### config.mk
export PLATFORM = sky130hd
export DESIGN_NAME = alt_vipcts131_common_fifo_reader
export DESIGN_NICKNAME = d
export VERILOG_FILES = /design/src/rtl/alt_vipcts131_common_fifo_reader.sv
export SDC_FILE = /design/constraint.sdc
export NUM_CORES = 1
export LEC_CHECK = 0
export ABC_AREA = 0
export CAP_MARGIN = 20
export CORE_ASPECT_RATIO = 0.75
export CORE_MARGIN = 5
export CORE_UTILIZATION = 45
export CTS_CLUSTER_SIZE = 24
export DETAILED_ROUTE_END_ITERATION = 6
export PLACE_DENSITY = 0.76
export REMOVE_ABC_BUFFERS = 1
export SYNTH_ARGS = -nofsm -noshare
export SYNTH_HDL_FRONTEND = slang
export SYNTH_SLANG_ARGS = --single-unit
### constraint.sdc
create_clock -name clock -period 2.2 [get_ports clock]
set_input_delay 0.22 -clock clock [delete_from_list [all_inputs] [get_ports clock]]
set_output_delay 0.22 -clock clock [all_outputs]
set_load 0.01 [all_outputs]
### src/rtl/alt_vipcts131_common_fifo_reader.sv
// alt_vipcts131_common_fifo_reader
// Turns the read port of a non-showahead FIFO (data valid one clock after
// fifo_rdreq) into a ready/valid stream through a 2-entry skid buffer.
// Read requests are issued only while the buffer has room for the word that
// will arrive one clock later, so nothing is ever dropped or overwritten.
//
// Optional feature: define ALT_VIPCTS131_FIFO_READER_COUNT_EN to build a
// 32-bit wrapping counter of accepted output beats on beat_count; otherwise
// beat_count is tied to zero and no counter flops exist.
module alt_vipcts131_common_fifo_reader #(
  parameter int DATA_WIDTH = 20
) (
  input  logic                  clock,
  input  logic                  reset_n,
  input  logic                  fifo_rdempty,
  input  logic [DATA_WIDTH-1:0] fifo_q,
  output logic                  fifo_rdreq,
  output logic [DATA_WIDTH-1:0] dout_data,
  output logic                  dout_valid,
  input  logic                  dout_ready,
  output logic [1:0]            level,
  output logic [31:0]           beat_count
);

  // Buffer state: two entries addressed by 1-bit head/tail pointers.
  logic [DATA_WIDTH-1:0] r_buf [2];
  logic                  r_head;
  logic                  r_tail;
  logic [1:0]            r_level;
  // Set in the cycle after a read request: fifo_q carries that word now.
  logic                  r_inflight;
  // Low during reset and for the first clock after release, so the FIFO
  // (reset by the same event) is never read before it has settled.
  logic                  r_started;

  logic       w_pop;
  logic [2:0] w_credit;
  logic [2:0] w_credit_after;
  logic [1:0] w_level_next;

  assign dout_valid = (r_level != 2'd0);
  assign dout_data  = r_buf[r_head];
  assign level      = r_level;
  assign w_pop      = dout_valid & dout_ready;

  // Credit and read-request decision; a pop this cycle frees a slot, so
  // dout_ready reaches fifo_rdreq combinationally to keep one beat per clock.
  always_comb begin
    // NOTE: every signal driven here gets a value on every path, so no latch is inferred.
    w_credit       = {1'b0, r_level} + {2'b0, r_inflight};
    w_credit_after = w_credit - {2'b0, w_pop};
    fifo_rdreq     = r_started & ~fifo_rdempty & (w_credit_after < 3'd2);
    w_level_next   = 2'(r_level + {1'b0, r_inflight} - {1'b0, w_pop});
  end

  // Buffer write on arrival of the in-flight word, head advance on pop,
  // and level update (simultaneous write and pop leaves level unchanged).
  always_ff @(posedge clock or negedge reset_n) begin
    if (!reset_n) begin
      // NOTE: the buffer is only two words and dout_data must read as zero
      // out of reset, so its storage is reset along with the control state.
      for (int i = 0; i < 2; i++) r_buf[i] <= '0;
      r_head     <= 1'b0;
      r_tail     <= 1'b0;
      r_level    <= 2'd0;
      r_inflight <= 1'b0;
      r_started  <= 1'b0;
    end else begin
      // NOTE: non-blocking assignments so every register here sees the
      // pre-edge values of the others, independent of statement order.
      r_started  <= 1'b1;
      r_inflight <= fifo_rdreq;
      r_level    <= w_level_next;
      if (r_inflight) begin
        r_buf[r_tail] <= fifo_q;
        r_tail        <= ~r_tail;
      end
      if (w_pop) begin
        r_head <= ~r_head;
      end
    end
  end

`ifdef ALT_VIPCTS131_FIFO_READER_COUNT_EN
  logic [31:0] r_beat_count;

  // Accepted-beat counter, wraps naturally from all-ones to zero.
  always_ff @(posedge clock or negedge reset_n) begin
    if (!reset_n) begin
      r_beat_count <= 32'd0;
    end else if (w_pop) begin
      r_beat_count <= r_beat_count + 32'd1;
    end
  end

  assign beat_count = r_beat_count;
`else
  assign beat_count = 32'd0;
`endif

endmodule

==> After elaboration in Yosys (flattened, before gate mapping) <==
Cells that the tools add are included.
{ "op_classes": {"n_addsub": 4, "magnitude_cmp": 4, "muxes": 6, "n_bitwise": 8, "reduce_logical": 2} }
{ "ops": {"columns": ["operator", "n"], "rows": [
  ["two-way mux 20 bit", 4],
  ["bitwise mux 40 bit", 1],
  ["demux 20 bit (select 1 bit)", 1],
  ["greater-or-equal comparator 2 bit (second input constant)", 2],
  ["NOT 1 -> 2 bit", 2],
  ["adder 2 x 1 -> 3 bit", 1],
  ["AND 1 bit", 3],
  ["less-than comparator 3 x 2 -> 1 bit (second input constant)", 1],
  ["NOT 1 bit", 3],
  ["subtractor 3 x 1 -> 3 bit", 1],
  ["adder 2 x 1 -> 2 bit", 1],
  ["less-than comparator 2 x 1 -> 1 bit (second input constant)", 1],
  ["nonzero test 2 bit", 1],
  ["subtractor 2 x 1 -> 2 bit", 1],
  ["logical AND 1 bit", 1]
]} }
{ "totals": {"register_bits": 46, "inputBits": 24, "word_cells": 31} }

==> Depth between registers and ports, before layout <==
Gate-level depths: netlist of run 1.
{ "depth": {"ltp_word": 6, "mapped_depth": 7, "depth_no_buf": 7} }

==> Worst setup path before layout of run 1 <==
Ideal clock, no wire load.
{ "synth_timing": {"kind": "flip-flop to output port", "startpoint": "register r_level[1] (netlist: level[1])", "endpoint": "output port fifo_rdreq", "arrival_ns": 2.126, "required_time_ns": 1.980, "setup_slack_ns": -0.146, "path_stages_with_launch": 8, "n_path_buf": 0, "path_cell_list": "dfrtp_1 o21a_1 ha_1 inv_1 ha_1 fa_1 xnor2_1 nor4b_1"} }
{ "synth_between": {"elab_chain_cells": 5, "elab_cells_between_ends": 6} }
{ "synth_rtl": {"columns": ["item", "line_no", "text"], "rows": [
  ["start, declared", "29", "logic [1:0] r_level;"],
  ["start signal, assigned", "73", "r_level <= w_level_next;"],
  ["nonzero test 2 bit", "41", "assign dout_valid = (r_level != 2'd0);"],
  ["AND 1 bit", "44", "assign w_pop = dout_valid & dout_ready;"],
  ["via w_pop", "36", "logic w_pop;"],
  ["subtractor 3 x 1 -> 3 bit", "51", "w_credit_after = w_credit - {2'b0, w_pop};"],
  ["less-than comparator 3 x 2 -> 1 bit", "52", "fifo_rdreq = r_started & ~fifo_rdempty & (w_credit_after < 3'd2);"],
  ["AND 1 bit", "52", null],
  ["end, declared", "17", "output logic fifo_rdreq,"]
]} }
The timed path passes the listed nets, and every way through them passes these cells.

==> Final worst setup path of run 1 <==
{ "layout_timing": {"startpoint": "register r_level[1] (netlist: level[1])", "endpoint": "output port fifo_rdreq"} }
{ "layout_between": {"elab_chain_cells": 5, "elab_cells_between_ends": 6} }
{ "layout_rtl": {"columns": ["item", "line_no", "text"], "rows": [
  ["nonzero test 2 bit", "41", null],
  ["AND 1 bit", "44", null],
  ["via w_pop", "36", null],
  ["subtractor 3 x 1 -> 3 bit", "51", null],
  ["via w_credit_after[1]", "38", "logic [2:0] w_credit_after;"],
  ["less-than comparator 3 x 2 -> 1 bit", "52", null],
  ["AND 1 bit", "52", null]
]} }
The timed path passes the listed nets, and every way through them passes these cells.

==> metrics.txt, run 1 <==
post-synthesis mux area share 0.322; relative slew slack 0.614; largest net degree at the start of global routing 47; final max-slew violation count 0; Finished Layout Cells 281; Seq/Total Area, Yosys 0.491; via count between 1000 and 1500; Placed Area 2780 um2; CP max FO 2; critical path arrival 2360 ps; die height 72.5 um; run status finished with violations; commonest non-fill, non-tap cells in the layout dfrtp_1 (46), clkdlybuf4s50_1 (45), mux2_2 (39); Setup violations, final 1; Clk pin slew, worst setup/hold paths 80 ps; Detailed Route Iter0 Violations 7; Max Clk Rate ~0.39 GHz; Die W roughly 93 um; Max Used Layer met4; Metal-1 WL slightly below 2 mm; DRC errors left 0; full die area 6760 um2; CTS tree done; Synth cell types 18; CORE AREA 4950 um2; Setup crit start kind flip-flop; first-pass GRT wire length 6.78 mm; largest family of logic cells by synthesized area multiplexers; CTS buffer count 5; Filler cells 410; Fin. Hold Viols 1; skew final just over 8 ps; grt ovf 0; Worst setup EP type output pin; #FFs+latches synth 46; Max clock buf depth 2; layout cells sized above 1 0.394; post-synthesis instance total between 150 and 200; Worst EP required 1980 ps; DR WL met2 1.99 mm; drt first pass iters 2; dpl cells 269; register area 1150 um2; CTS sink count 46; number of I/O pins 80; Pwr Total 0.00424 W; per-cell routed wire length 14.9 um; xor/xnor share of the synthesized area 0.0112; PD cells about 1500 nW/um2; Met3 Wirelength ~250 um; Worst R2R Start level[1]; Tmin final roughly 2600 ps; HP Class in -> async; MaxCap Viol Count 0; Mean Syn Cell Area 14.5 um2; number of global-route vias before repair 1408; WHS -1.85 ps; worst slew pin tran 580 ps; setup slack after layout -380 ps; Reg2Reg Depth 7; Max VDD drop 657 uV; vias per cell 4.57; Simple-Gate Fraction of Synth Area 0.0150; Post-CTS Hold Fix Bufs 0; IO buf count 47; H-tree level count 2; P_leak roughly 1.4 nW; Critical Path Source level[1]; fin area about 2900 um2; failing checks hold timing, setup timing; post-synthesis compound-gate area fraction 0.00321; diode count 0; initial antenna violation count 0; total track usage 0.129; final WL 4.19 mm; Final nets about 250; WS Path Type reg -> out; multi-input logic area 1000 um2; CTS Root Cell clkbuf_8; Final Wtd Congestion 0.735; Final ANT Viol Nets 0; Syn-to-layout area delta 24.0%; Warnings, synthesis 0; RSZ-0062 raised after global routing true; fin crit share 1.17; Synth Cell Area 2340 um2; most common cell after layout, fill and taps aside dfrtp_1; placed wire-length estimate 2.91 mm; clk_lat worst skew roughly 290 ps; Post-Synth Adder-Cell Area 0.0192; FP Rows 22; post-layout util 0.586; Starting Density 0.473
what timing repair did:
item / CTS / global route
pin swaps: 3 / 4
resized for setup: 6 / 0
endpoints found under the hold margin: 0 / 0
buffers inserted: 2 / 3
endpoints found under the setup margin: 1 / 1
power by group:
part	internal, W	switching [W]	total, W
Sequential	0.00127	0.000237	0.00150
Combinational	0.00148	0.000774	0.00226
Clock	0.000213	0.000266	0.000479
Total	0.00296	0.00128	0.00424
routing by layer:
metal  global-route usage  vias to the layer above
li1                     -                      598
met1                0.169                      634
met2                0.210                       45
met3               0.0383                        6
met4               0.0341                        0
met5                    0                        -
area by class of cell:
class                      count  area share
timing repair buffer          60       0.201
multi-input combinational    104       0.345
tap                           60      0.0259
clock inverter                 2     0.00345
clock buffer                   5      0.0237
inverter                       4     0.00517
sequential                    46       0.396
logic make-up (layout without fill, tap and decap cells):
| logic type | count (synthesis) | after routing |
|---|---|---|
| AO/OA/AOI/OAI | 1 | 1 |
| XOR/XNOR | 3 | 3 |
| adder cells (fa/ha/maj) | 3 | 3 |
| buffers and inverters | 42 | 71 |
| flip-flops | 46 | 46 |
| multiplexers | 60 | 60 |
| other | 2 | 33 |
| AND/OR/NAND/NOR | 4 | 4 |
state kept, by name, summed over array words and instances (netlist names):
register    count
r_inflight      1
r_started       1
r_tail          1
r_buf          40
r_head          1
level           2
cell usage after synthesis:
cell type / n / area (um2)
buf_2: 2 / 10.0
buf_4: 32 / 240
buf_6: 2 / 22.5
clkbuf_8: 2 / 27.5
conb_1: 2 / 7.51
dfrtp_1: 46 / 1150
fa_1: 1 / 20.0
ha_1: 2 / 25.0
inv_1: 4 / 15.0
mux2_2: 39 / 439
mux2_4: 21 / 315
nand2_2: 1 / 6.26
nor2b_4: 1 / 13.8
nor4b_1: 1 / 8.76
o21a_1: 1 / 7.51
or2_2: 1 / 6.26
xnor2_1: 1 / 8.76
xor2_1: 2 / 17.5
through the flow:
| step | setup TNS (ps) | worst slack (ps) | hold WS [ps] |
|---|---|---|---|
| after global placement | -682 | -682 | 344 |
| after global routing | -496 | -496 | 55.8 |
| final | -380 | -380 | -1.85 |
| after floorplan | -252 | -146 | -75.6 |
| after detailed placement | -741 | -717 | 349 |
| after CTS | -392 | -392 | 19.5 |
critical path, stage by stage (launching register included):
cell,delay (ps)
dfrtp_1,380
o21a_1,210
ha_1,310
inv_1,50
ha_2,160
fa_1,480
nor4b_2,290
buf_2,180
final timing paths:
path,slack (ps),end
setup / recovery,-380,fifo_rdreq
hold / removal,-2,r_buf[3]
setup reg to reg,110,r_inflight
hold reg to reg,510,r_buf[22]
max in group asynchronous,1800,r_buf[12]
min in group clock,510,r_buf[22]
(Power assumes the default switching activity.)
==> inputs of run 2 (changes only) <==
Settings changed: GPL_TIMING_DRIVEN set to 0.
==> run 2 against run 1 <==
Net effect: the run ends with setup timing left; register-to-register slack better by 50 ps; largest power group unchanged; critical path type unchanged; first-iteration DRC count rose to 3.0 times the previous value; setup slack better by 47 ps; sequential power up 5%.
==> metrics.txt, run 2 (synthesized netlist as in run 1, its figures left out) <==
final WL between 4 and 5 mm; setup slack after layout -332 ps; die height between 70 and 80 um; DRC errors left 0; initial antenna violation count 0; Final nets 242; Clk pin slew, worst setup/hold paths 80 ps; Max VDD drop 660 uV; critical path arrival 2310 ps; run status finished with violations; CTS sink count between 40 and 50; Clk network pwr share 0.141; P_leak 1.35 nW; IO buf count 47; first-pass GRT wire length 6.82 mm; Reg2Reg Setup Slack between 150 and 200 ps; final max-slew violation count 0; FP Rows 22; skew final ~8.3 ps; WS Path Type reg -> out; per-cell routed wire length about 15 um; max reg flops 40; Starting Density 0.473; failing checks setup timing; Worst EP required 1980 ps; dpl cells 262; Worst path max stage delay between 400 and 500 ps; worst path bufs/invs 2; clk_lat worst skew roughly 290 ps; Worst path slowest cell fa_2; Setup crit start kind flip-flop; Filler cells slightly below 400; largest register by flop count r_buf; drt first pass iters 2; Switching Share 0.296; number of global-route vias before repair about 1400; via count 1254; worst reg2reg path endpoint r_inflight; largest net degree at the start of global routing 41; relative slew slack 0.525; Worst R2R Start level[1]; worst slew pin tran 710 ps; Die W 93.3 um; CP max FO 2; Detailed Route Iter0 Violations 21; number of I/O pins 80; fin crit share 1.15; Setup violations, final 1; vias per cell ~4.5; Tmin final 2530 ps; placed wire-length estimate 2.86 mm; grt ovf 0; H-tree level count 2; post-layout util 0.584; met2 Usage GRT 0.216; Finished Layout Cells 276; diode count 0; delay-heaviest family, CP adder cells; GR Util met3 0.0446; layout cells sized above 1 0.375; total track usage 0.129; PD cells 1500 nW/um2; switching power total 0.00129 W; cell internal pwr roughly 0.0031 W; CTS buffer count 5; Reg2Reg Depth 7; full die area 6760 um2; HP Class in -> async; Max Clk Rate 0.395 GHz; GR Util met1 0.162; CTS tree done; RSZ-0062 raised after global routing true; Sequential Power Share 0.362; commonest non-fill, non-tap cells in the layout clkdlybuf4s50_1 (45), dfrtp_1 (45), mux2_2 (39); Fin. Hold Viols 0; Max clock buf depth 2; CTS Root Cell clkbuf_8; Worst setup EP type output pin; combinational power share 0.497; Final Wtd Congestion 0.717; CP cell instances o21a_1 > ha_1 > inv_1 > ha_2 > fa_2 > nor4b_4 > buf_2; Final ANT Viol Nets 0; busiest grt layer met2; CORE AREA slightly below 5000 um2; MaxCap Viol Count 0; pre-CTS setup slack -821 ps; Syn-to-layout area delta 23.5%
run 2: routing by layer:
layer | routed length (um) | up-vias
li1 | - | 584
met1 | 1820 | 623
met2 | 2010 | 44
met3 | 291 | 3
met4 | 22 | 0
met5 | 0 | -
run 2: what timing repair did:
item | in CTS | in global routing
hold endpoints to repair | 6 | 0
cloned | 0 | 0
resized for setup | 7 | 3
hold buffers | 1 | 0
pin swaps | 3 | 3
setup endpoints to repair | 22 | 6
setup buffers | 5 | 0
run 2: metrics by stage:
stage | hold WS [ps] | setup TNS [ps] | power [W] | cell area [um2]
final | 297 | -332 | 0.00434 | 2890
after global routing | 315 | -427 | 0.00465 | 2890
after CTS | 290 | -436 | 0.00435 | 2880
after detailed placement | 75.6 | -952 | 0.00363 | 2720
after global placement | 486 | -18650 | 0.00358 | 2700
after floorplan | -75.6 | -252 | 0.00275 | 2160
run 2: how the worst max path moves through the flow:
stage	from	endpoint	depth (start not counted)
after floorplan	level[1]	fifo_rdreq	7
after global placement	dout_ready	fifo_rdreq	8
after detailed placement	dout_ready	fifo_rdreq	8
after CTS	level[0]	fifo_rdreq	7
after global routing	level[1]	fifo_rdreq	7
final	level[1]	fifo_rdreq	7
run 2: cell type report:
cell class | count | area [um2] | area share
Clock inverter | 1 | 30.0 | 0.0104
Multi-Input combinational cell | 104 | 1010 | 0.350
Inverter | 4 | 15.0 | 0.00519
Sequential cell | 46 | 1150 | 0.399
Timing Repair Buffer | 54 | 528 | 0.183
Tap cell | 60 | 75.1 | 0.0260
Clock buffer | 7 | 76.3 | 0.0264
run 2: power groups by stage:
| stage | Clock, W | Combinational (W) | Sequential [W] |
|---|---|---|---|
| 4_1_cts | 0.000629 | 0.00215 | 0.00157 |
| 3_3_place_gp | 0 | 0.00200 | 0.00158 |
| 3_5_place_dp | 0 | 0.00204 | 0.00159 |
| 6_report | 0.000612 | 0.00216 | 0.00157 |
| 2_1_floorplan | 0 | 0.00125 | 0.00150 |
| 5_1_grt | 0.000681 | 0.00232 | 0.00164 |
==> inputs of run 3 (changes only) <==
Settings changed: CORE_MARGIN 5 to not set.
==> run 3 against run 2 <==
Net effect: the run still ends with setup timing left; critical path depth is the same; first-iteration DRC count up 71%; final cell count decreased by 0.36%; sequential power hardly changed; clock power decreased by 14%; worst hold slack worse by 7.6 ps; fmax down 1.6%.
==> metrics.txt, run 3 (synthesized netlist as in run 1, its figures left out) <==
run status finished with violations; failing checks setup timing; Clk pin slew, worst setup/hold paths ~90 ps; Final ANT Viol Nets 0; MaxCap Viol Count 0; Tmin final 2570 ps; Sequential Power Share 0.373; number of I/O pins 80; register area 1150 um2; CP max FO 2; per-cell routed wire length 13.7 um; Final Wtd Congestion slightly below 0.7; P_leak 1.34 nW; fin crit share 1.17; Filler cells just over 400; cell internal pwr 0.00294 W; Starting Density 0.473; grt ovf 0; setup slack after layout -375 ps; CORE AREA 4950 um2; clk_lat worst skew approximately 290 ps; initial antenna violation count 0; largest net degree at the start of global routing 41; critical path arrival 2350 ps; Worst EP required 1980 ps; combinational power share 0.501; via count 1240; Worst R2R Start level[0]; Final nets 241; DRC errors left 0; Max clock buf depth 2; FP Rows 22; CTS tree done; commonest non-fill, non-tap cells in the layout clkdlybuf4s50_1 (45), dfrtp_1 (45), mux2_2 (39); Switching Share 0.300; skew final between 8 and 9 ps; CTS buffer count 5; worst slew pin tran 733 ps; WHS 290 ps; max reg flops 40; first-pass GRT wire length 6.13 mm; number of global-route vias before repair 1273; Worst path slowest cell fa_2; final max-slew violation count 0; Setup crit start kind flip-flop; Pwr Total 0.00420 W; switching power total between 0.001 and 0.0015 W; final WL 3.76 mm; Fin. Hold Viols 0; RSZ-0062 raised after global routing true; Clk network pwr share 0.125; CP cell instances o21a_1 > ha_1 > inv_1 > ha_2 > fa_2 > nor4b_4 > buf_2; die height 64.5 um; relative slew slack 0.510; Worst path max stage delay 470 ps; CTS sink count 46; H-tree level count 2; HP Class in -> async; WS Path Type reg -> out; vias per cell between 4 and 5; total track usage 0.148; Critical Path Source level[0]; largest register by flop count r_buf; Max Clk Rate 0.388 GHz; CTS Root Cell clkbuf_8; Detailed Route Iter0 Violations 36; IO buf count 47; Setup violations, final 1; Worst setup EP type output pin; Die W ~85 um; post-layout util 0.579; drt first pass iters 4; multi-input logic area just over 1000 um2; diode count 0; PD cells 1460 nW/um2; layout cells sized above 1 0.377; placed wire-length estimate ~2.4 mm; full die area 5500 um2; Max VDD drop around 670 uV; Syn-to-layout area delta 22.5%
-- run 3: cell count changes in the layout (fill, tap and decap cells not counted), sizes merged --
cell / change
buf: -1
bufinv: -1
clkinv: +1
-- run 3: worst max-delay path: cells and delay by family, from the launching register on --
family          cells  cell delay, ps
flops               1             390
fa+ha+maj           3             900
simple gates        1             320
compound gates      1             210
buf+inv             2             240
-- run 3: timing repair --
| item | in CTS | in global routing |
|---|---|---|
| hold endpoints to repair | 6 | 0 |
| setup buffers | 4 | 0 |
| resized for setup | 7 | 3 |
| pin swaps | 3 | 2 |
| setup endpoints to repair | 22 | 3 |
| hold buffers | 1 | 0 |
-- run 3: worst paths after layout --
kind,cells after the start,slack [ps],endpoint
min,2,290,r_buf[26]
min in group clock,1,510,r_buf[35]
max,7,-370,fifo_rdreq
min reg2reg,1,510,r_buf[35]
max in group asynchronous,3,1450,r_head
max reg2reg,7,110,r_inflight
-- run 3: final cells by class --
cell class / count / area share
clock buffers: 7 / 0.0301
clock inverters: 1 / 0.00174
inverters: 4 / 0.00523
multi-input cells: 104 / 0.353
flip-flops and latches: 46 / 0.403
well taps: 60 / 0.0262
repair buffers: 53 / 0.181
-- run 3: through the flow --
step                cells  setup slack, ps  instance area, um2  setup TNS [ps]
floorplan             154             -146                2160            -252
global placement      261             -840                2700          -18730
detailed placement    262             -839                2720            -993
CTS                   275             -457                2860            -457
global route          275             -498                2870            -498
finish                275             -375                2870            -375
-- run 3: layer usage --
metal	routed length, um	global-route usage	up-vias
li1	-	-	582
met1	1690	0.188	611
met2	1820	0.244	42
met3	221	0.0497	5
met4	29	0.0375	0
met5	0	0	-
-- run 3: power by group through the flow --
stage	registers [W]	logic (W)	clock network [W]
finish	0.00157	0.00211	0.000527
global route	0.00163	0.00225	0.000590
CTS	0.00157	0.00208	0.000549
detailed placement	0.00158	0.00201	0
global placement	0.00158	0.00198	0
floorplan	0.00150	0.00125	0
